File: src/rtl/bus_arbiter.sv
// bus_arbiter: shares the 68000 bus between the CPU and two internal masters.
// Runs the BR/BG/BGACK handshake. When both masters request at once, they are
// served round-robin. The bus goes back to the CPU when neither master needs it.
module bus_arbiter #(
  parameter int SYNC_STAGES   = 2,     // depth of the BG/AS synchronizers (min 2)
  parameter int GRANT_TIMEOUT = 1023   // MCLK cycles to wait for BG
) (
  input  logic       MCLK_IN,
  input  logic       RESET_n_IN,
  input  logic       BG_IN,
  input  logic       AS_IN,
  input  logic [1:0] REQ_IN,
  output logic       BR,
  output logic       BGACK,
  output logic [1:0] GNT,
  output logic       TIMEOUT
);

  localparam int          CNT_W       = 10;
  localparam logic [CNT_W-1:0] TIMEOUT_CNT = CNT_W'(GRANT_TIMEOUT);

  typedef enum logic [2:0] {
    S_IDLE,
    S_REQUEST,
    S_WAIT_BUS,
    S_OWN,
    S_HANDOFF,
    S_RELEASE
  } state_t;

  state_t                 r_state;
  state_t                 w_next_state;
  logic                   r_sel;        // index of the master being served
  logic                   w_next_sel;
  logic                   r_last;       // last master served (round-robin pointer)
  logic                   w_next_last;
  logic [CNT_W-1:0]       r_cnt;        // cycles spent waiting for BG
  logic [SYNC_STAGES-1:0] r_bg_sync;
  logic [SYNC_STAGES-1:0] r_as_sync;
  logic                   r_as_low_prev; // AS_S was low on the previous cycle
  logic                   w_bg_s;
  logic                   w_as_s;
  logic                   w_winner;
  logic                   w_timeout;

  assign w_bg_s = r_bg_sync[SYNC_STAGES-1];
  assign w_as_s = r_as_sync[SYNC_STAGES-1];

  // Winner of IDLE arbitration: the lone requester, or on a tie the one not served last.
  assign w_winner = (REQ_IN == 2'b11) ? ~r_last : REQ_IN[1];

  // Bring the asynchronous CPU strobes into the MCLK domain.
  always_ff @(posedge MCLK_IN or negedge RESET_n_IN) begin
    if (!RESET_n_IN) begin
      r_bg_sync     <= '0;
      r_as_sync     <= '0;
      r_as_low_prev <= 1'b0;
    end else begin
      // NOTE: sequential state uses non-blocking assignments so every flop
      // samples the values from before this edge, which makes the shift work.
      r_bg_sync     <= {r_bg_sync[SYNC_STAGES-2:0], BG_IN};
      r_as_sync     <= {r_as_sync[SYNC_STAGES-2:0], AS_IN};
      r_as_low_prev <= ~w_as_s;
    end
  end

  // State register, grant selection, round-robin pointer and BG wait counter.
  always_ff @(posedge MCLK_IN or negedge RESET_n_IN) begin
    if (!RESET_n_IN) begin
      r_state <= S_IDLE;
      r_sel   <= 1'b0;
      r_last  <= 1'b1;
      r_cnt   <= '0;
    end else begin
      r_state <= w_next_state;
      r_sel   <= w_next_sel;
      r_last  <= w_next_last;
      // The counter runs only while the FSM stays in REQUEST. Everywhere else it
      // is held at zero, so it restarts from zero each time REQUEST is entered.
      if (r_state == S_REQUEST && w_next_state == S_REQUEST)
        r_cnt <= r_cnt + CNT_W'(1);
      else
        r_cnt <= '0;
    end
  end

  // Next-state logic. Outputs are decoded from the current state.
  always_comb begin
    // NOTE: every signal gets a default before the case statement, so no path
    // leaves one unassigned and no latch is inferred.
    w_next_state = r_state;
    w_next_sel   = r_sel;
    w_next_last  = r_last;
    w_timeout    = 1'b0;
    BR           = 1'b0;
    BGACK        = 1'b0;
    GNT          = 2'b00;

    case (r_state)
      S_IDLE: begin
        if (REQ_IN != 2'b00) begin
          w_next_sel   = w_winner;
          w_next_state = S_REQUEST;
        end
      end

      S_REQUEST: begin
        BR = 1'b1;
        if (w_bg_s) begin
          w_next_state = S_WAIT_BUS;
        end else if (!REQ_IN[r_sel]) begin
          w_next_state = S_IDLE;
        end else if (r_cnt == TIMEOUT_CNT) begin
          // Give up on BG. Record this master as the last one served, so the
          // other master wins the next tie.
          w_timeout    = 1'b1;
          w_next_last  = r_sel;
          w_next_state = S_IDLE;
        end
      end

      S_WAIT_BUS: begin
        // The CPU cycle is over once AS_S has been low for two consecutive samples.
        // SEL stays fixed here, even if the requests change.
        BR = 1'b1;
        if (!w_as_s && r_as_low_prev)
          w_next_state = S_OWN;
      end

      S_OWN: begin
        BGACK = 1'b1;
        GNT   = r_sel ? 2'b10 : 2'b01;
        if (!REQ_IN[r_sel]) begin
          w_next_last  = r_sel;
          w_next_state = REQ_IN[~r_sel] ? S_HANDOFF : S_RELEASE;
        end
      end

      S_HANDOFF: begin
        // Keep BGACK high for one idle cycle and pass the bus to the other master.
        BGACK        = 1'b1;
        w_next_sel   = ~r_sel;
        w_next_state = S_OWN;
      end

      S_RELEASE: begin
        w_next_state = S_IDLE;
      end

      default: begin
        w_next_state = S_IDLE;
      end
    endcase

    TIMEOUT = w_timeout;
  end

endmodule
File: config.mk
export PLATFORM = sky130hd
export DESIGN_NAME = bus_arbiter
export DESIGN_NICKNAME = d
export VERILOG_FILES = /design/src/rtl/bus_arbiter.sv
export SDC_FILE = /design/constraint.sdc
export NUM_CORES = 1
export LEC_CHECK = 0
export CAP_MARGIN = 20
export CORE_MARGIN = 2
export CORE_UTILIZATION = 35
export DETAILED_ROUTE_END_ITERATION = 8
export HOLD_SLACK_MARGIN = 0.15
export SLEW_MARGIN = 5
export SYNTH_ARGS = -nofsm -noshare
export SYNTH_HDL_FRONTEND = slang
export SYNTH_SLANG_ARGS = --single-unit
File: constraint.sdc
create_clock -name MCLK_IN -period 2 [get_ports MCLK_IN]
set_input_delay 0.4 -clock MCLK_IN [delete_from_list [all_inputs] [get_ports MCLK_IN]]
set_output_delay 0.4 -clock MCLK_IN [all_outputs]
set_load 0.01 [all_outputs]
==> impl_metrics.env <==
export IMPL_pre_cts_ws_ns=-0.465
export IMPL_synthesis_area_um2=990
export IMPL_hold_buffers=0
export IMPL_drt_first_pass_iters=4
export IMPL_drt_iter0_markers=9
export IMPL_clock_sinks=20
export IMPL_clk_pin_slew_worst_paths_ns=0.11
export IMPL_skew_ns=0.00239
export IMPL_final_cells=152
export IMPL_coreArea_mm2=0.00271
export IMPL_wl_um=1780
export IMPL_ys_types=32
export IMPL_dieHeight_um=57.2
export IMPL_start_util=0.365
export IMPL_antenna_found_initial=0
export IMPL_slowest_delay_ns=0.49
export IMPL_yosys_area_top_type="dfrtp_1"
export IMPL_hp_class="flip-flop to flip-flop"
export IMPL_dpl_hpwl_um=1320
export IMPL_drc_errors=0
export IMPL_root_buffer="clkbuf_4"
export IMPL_use_met2=0.195
export IMPL_met1_usage=0.161
export IMPL_rsz0062_at_grt="yes"
export IMPL_syn_inst=94
export IMPL_crit_path_end_kind="output pin"
export IMPL_layout_nets=129
export IMPL_fmax_mhz=503
export IMPL_critical_path_class="flip-flop to output pin"
export IMPL_grtUsageTotal=0.122
export IMPL_syn2layout_area_growth_pct=29.1
export IMPL_cp_start_kind="flip-flop"
export IMPL_viasPerCell=4.91
export IMPL_grt_pass1_vias=762
export IMPL_drv_cap=0
export IMPL_cts_tree="built"
export IMPL_synthDominantCellAreaShare=0.480
export IMPL_peakVddDrop_uv=727
export IMPL_maxSlewHeadroom=0.819
export IMPL_cp_num_buf_inv=1
export IMPL_fin_crit_ns=1.99
export IMPL_synth_edf_count=0
export IMPL_cp_cell_sequence="mux2i_1 > or4_4 > nor2_1 > buf_2"
export IMPL_port_buffers=10
export IMPL_power_leakage_nw=0.615
export IMPL_pin_count=11
export IMPL_setup_violations=0
export IMPL_layout_setup_ws_ns=0.0105
export IMPL_setup_tns_ns=0
export IMPL_die_area_mm2=0.00327
export IMPL_p_total_w=0.00137
export IMPL_ys_seq_area_frac=0.507
export IMPL_fillerInstances=271
export IMPL_vias=747
export IMPL_rows=19
export IMPL_cp_max_fo=2
export IMPL_routedWlPerCell_um=11.7
export IMPL_ant_nets=0
export IMPL_htreeDepth=1
export IMPL_drive_above_1_share=0.273
export IMPL_path_delay_family="simple AND/OR/NAND/NOR gates"
export IMPL_dp_cells=146
export IMPL_die_w_um=57.2
export IMPL_antenna_cells=0
export IMPL_slew_violations=0
export IMPL_grt_max_degree=21
export IMPL_synthArstFlopShare=1.00
export IMPL_clock_path_buffers=2
export IMPL_tightest_slew_ns=0.267
export IMPL_grt_busiest_layer="met2"
export IMPL_syn_avg_cell_area_um2=10.5
export IMPL_status="finished clean"
export IMPL_finalCritPeriodShare=0.995
export IMPL_clk_latency_ns=0.29
export IMPL_grt_use_met3=0.0272
export IMPL_hold_violations=0
export IMPL_grt_pass1_wl_um=3110
export IMPL_power_density_mw_per_mm2=1080
export IMPL_yosysWarnings=0
export IMPL_synth_ff_type="dfrtp_1"
export IMPL_cts_buffers=3
export IMPL_ys_seq_elements=20
export IMPL_slowest_stage="or4_4"
export IMPL_place_congestion=0.778
export IMPL_synth_area_leaders="dfrtp_1 (48%), xor2_1 (5.3%), nor2_1 (4.9%)"
export IMPL_worstPathArrival_ns=1.59
export IMPL_overflow=0
export IMPL_worst_ep_required_time_ns=1.60
export IMPL_synth_nets=101
cell type report:
type | count | area, um2 | share of cell area
clock buffers | 3 | 22.5 | 0.0176
multi-input cells | 64 | 432 | 0.338
flip-flops and latches | 20 | 502 | 0.393
repair buffers | 29 | 238 | 0.186
clock inverters | 1 | 30.0 | 0.0235
well taps | 31 | 38.8 | 0.0304
inverters | 4 | 15.0 | 0.0118
what timing repair did:
action	CTS	global route
buffers inserted	1	1
hold endpoints to repair	0	0
setup endpoints to repair	5	2
pin swaps	0	2
gates resized for setup	8	3
power breakdown:
part / internal (W) / leakage [nW] / switching, W / total (W)
sequential: 0.000465 / 0.256 / 0.0000285 / 0.000494
clock: 0.000202 / 0.0279 / 0.000122 / 0.000325
combinational: 0.000292 / 0.331 / 0.000263 / 0.000555
total: 0.000960 / 0.615 / 0.000414 / 0.00137
synth_stat cells (2+ instances only):
master	number
nand2_1	8
and3_1	2
nand4_1	3
a21oi_1	2
nand3b_1	2
nor2b_1	2
xor2_1	6
buf_6	2
dfrtp_1	19
buf_2	2
and4_1	2
nand3_1	3
inv_1	4
mux2_2	2
xnor2_1	3
nor2_1	13
nand2b_4	2
mux2i_1	2
nor2_2	2
worst register-to-register path, stage by stage, from the launching register on:
cell and delay [ns]:
dfrtp_1 0.42, buf_4 0.14, buf_4 0.15, mux2_2 0.24, nand4_1 0.09, a21oi_1 0.23
mux2_2 0.36
state kept, by name (all words and copies together) (netlist names):
signal / cells
r_as_low_prev: 1
r_as_sync: 2
r_bg_sync: 2
r_cnt: 10
r_last: 1
r_sel: 1
r_state: 3
per-layer routing:
layer | routed length [um] | vias to the layer above
met3 | 78 | 4
li1 | - | 375
met1 | 819 | 354
met4 | 31 | 0
met2 | 853 | 14
met5 | 0 | -
worst paths after layout:
path / start / cells past startpoint / endpoint / slack, ns
setup reg to reg: r_sel / 6 / r_last / 0.33
hold / removal: r_as_sync[0] / 0 / r_as_sync[1] / 0.36
setup / recovery: r_sel / 4 / TIMEOUT / 0.01
max in group asynchronous: RESET_n_IN / 2 / r_last / 1.31
hold reg to reg: r_as_sync[0] / 0 / r_as_sync[1] / 0.36
min in group asynchronous: RESET_n_IN / 2 / r_sel / 0.42
layout by cell type (no fill, tap or decap), types with 3 or more instances in the layout:
master	n
buf_4	19
dfrtp_1	19
inv_1	4
nand3_1	3
nand2_1	8
clkdlybuf4s50_1	3
xnor2_1	3
nor2_1	13
xor2_1	6
dlygate4sd2_1	4
nand4_1	3
clkbuf_4	3
per-stage QoR:
stage	hold slack [ns]	instance area (um2)	util
after floorplan	0.104	990	-
after global placement	0.333	1210	0.447
after detailed placement	0.336	1210	0.447
after CTS	0.363	1260	0.466
after global routing	0.372	1280	0.471
final	0.361	1280	0.471
kinds of logic (layout without fill, tap and decap cells):
kind of cell | count (synthesis) | after routing | share of synthesized area
AOI/OAI and AO/OA | 8 | 8 | 0.0569
xor gates and xnor gates | 9 | 9 | 0.0797
adders and majority gates | 1 | 1 | 0.0126
buffers and inverters | 10 | 37 | 0.0594
DFF | 20 | 20 | 0.507
muxes | 4 | 4 | 0.0430
and+or+nand+nor | 42 | 42 | 0.241
Note: power is estimated with default switching activity, not from simulation.
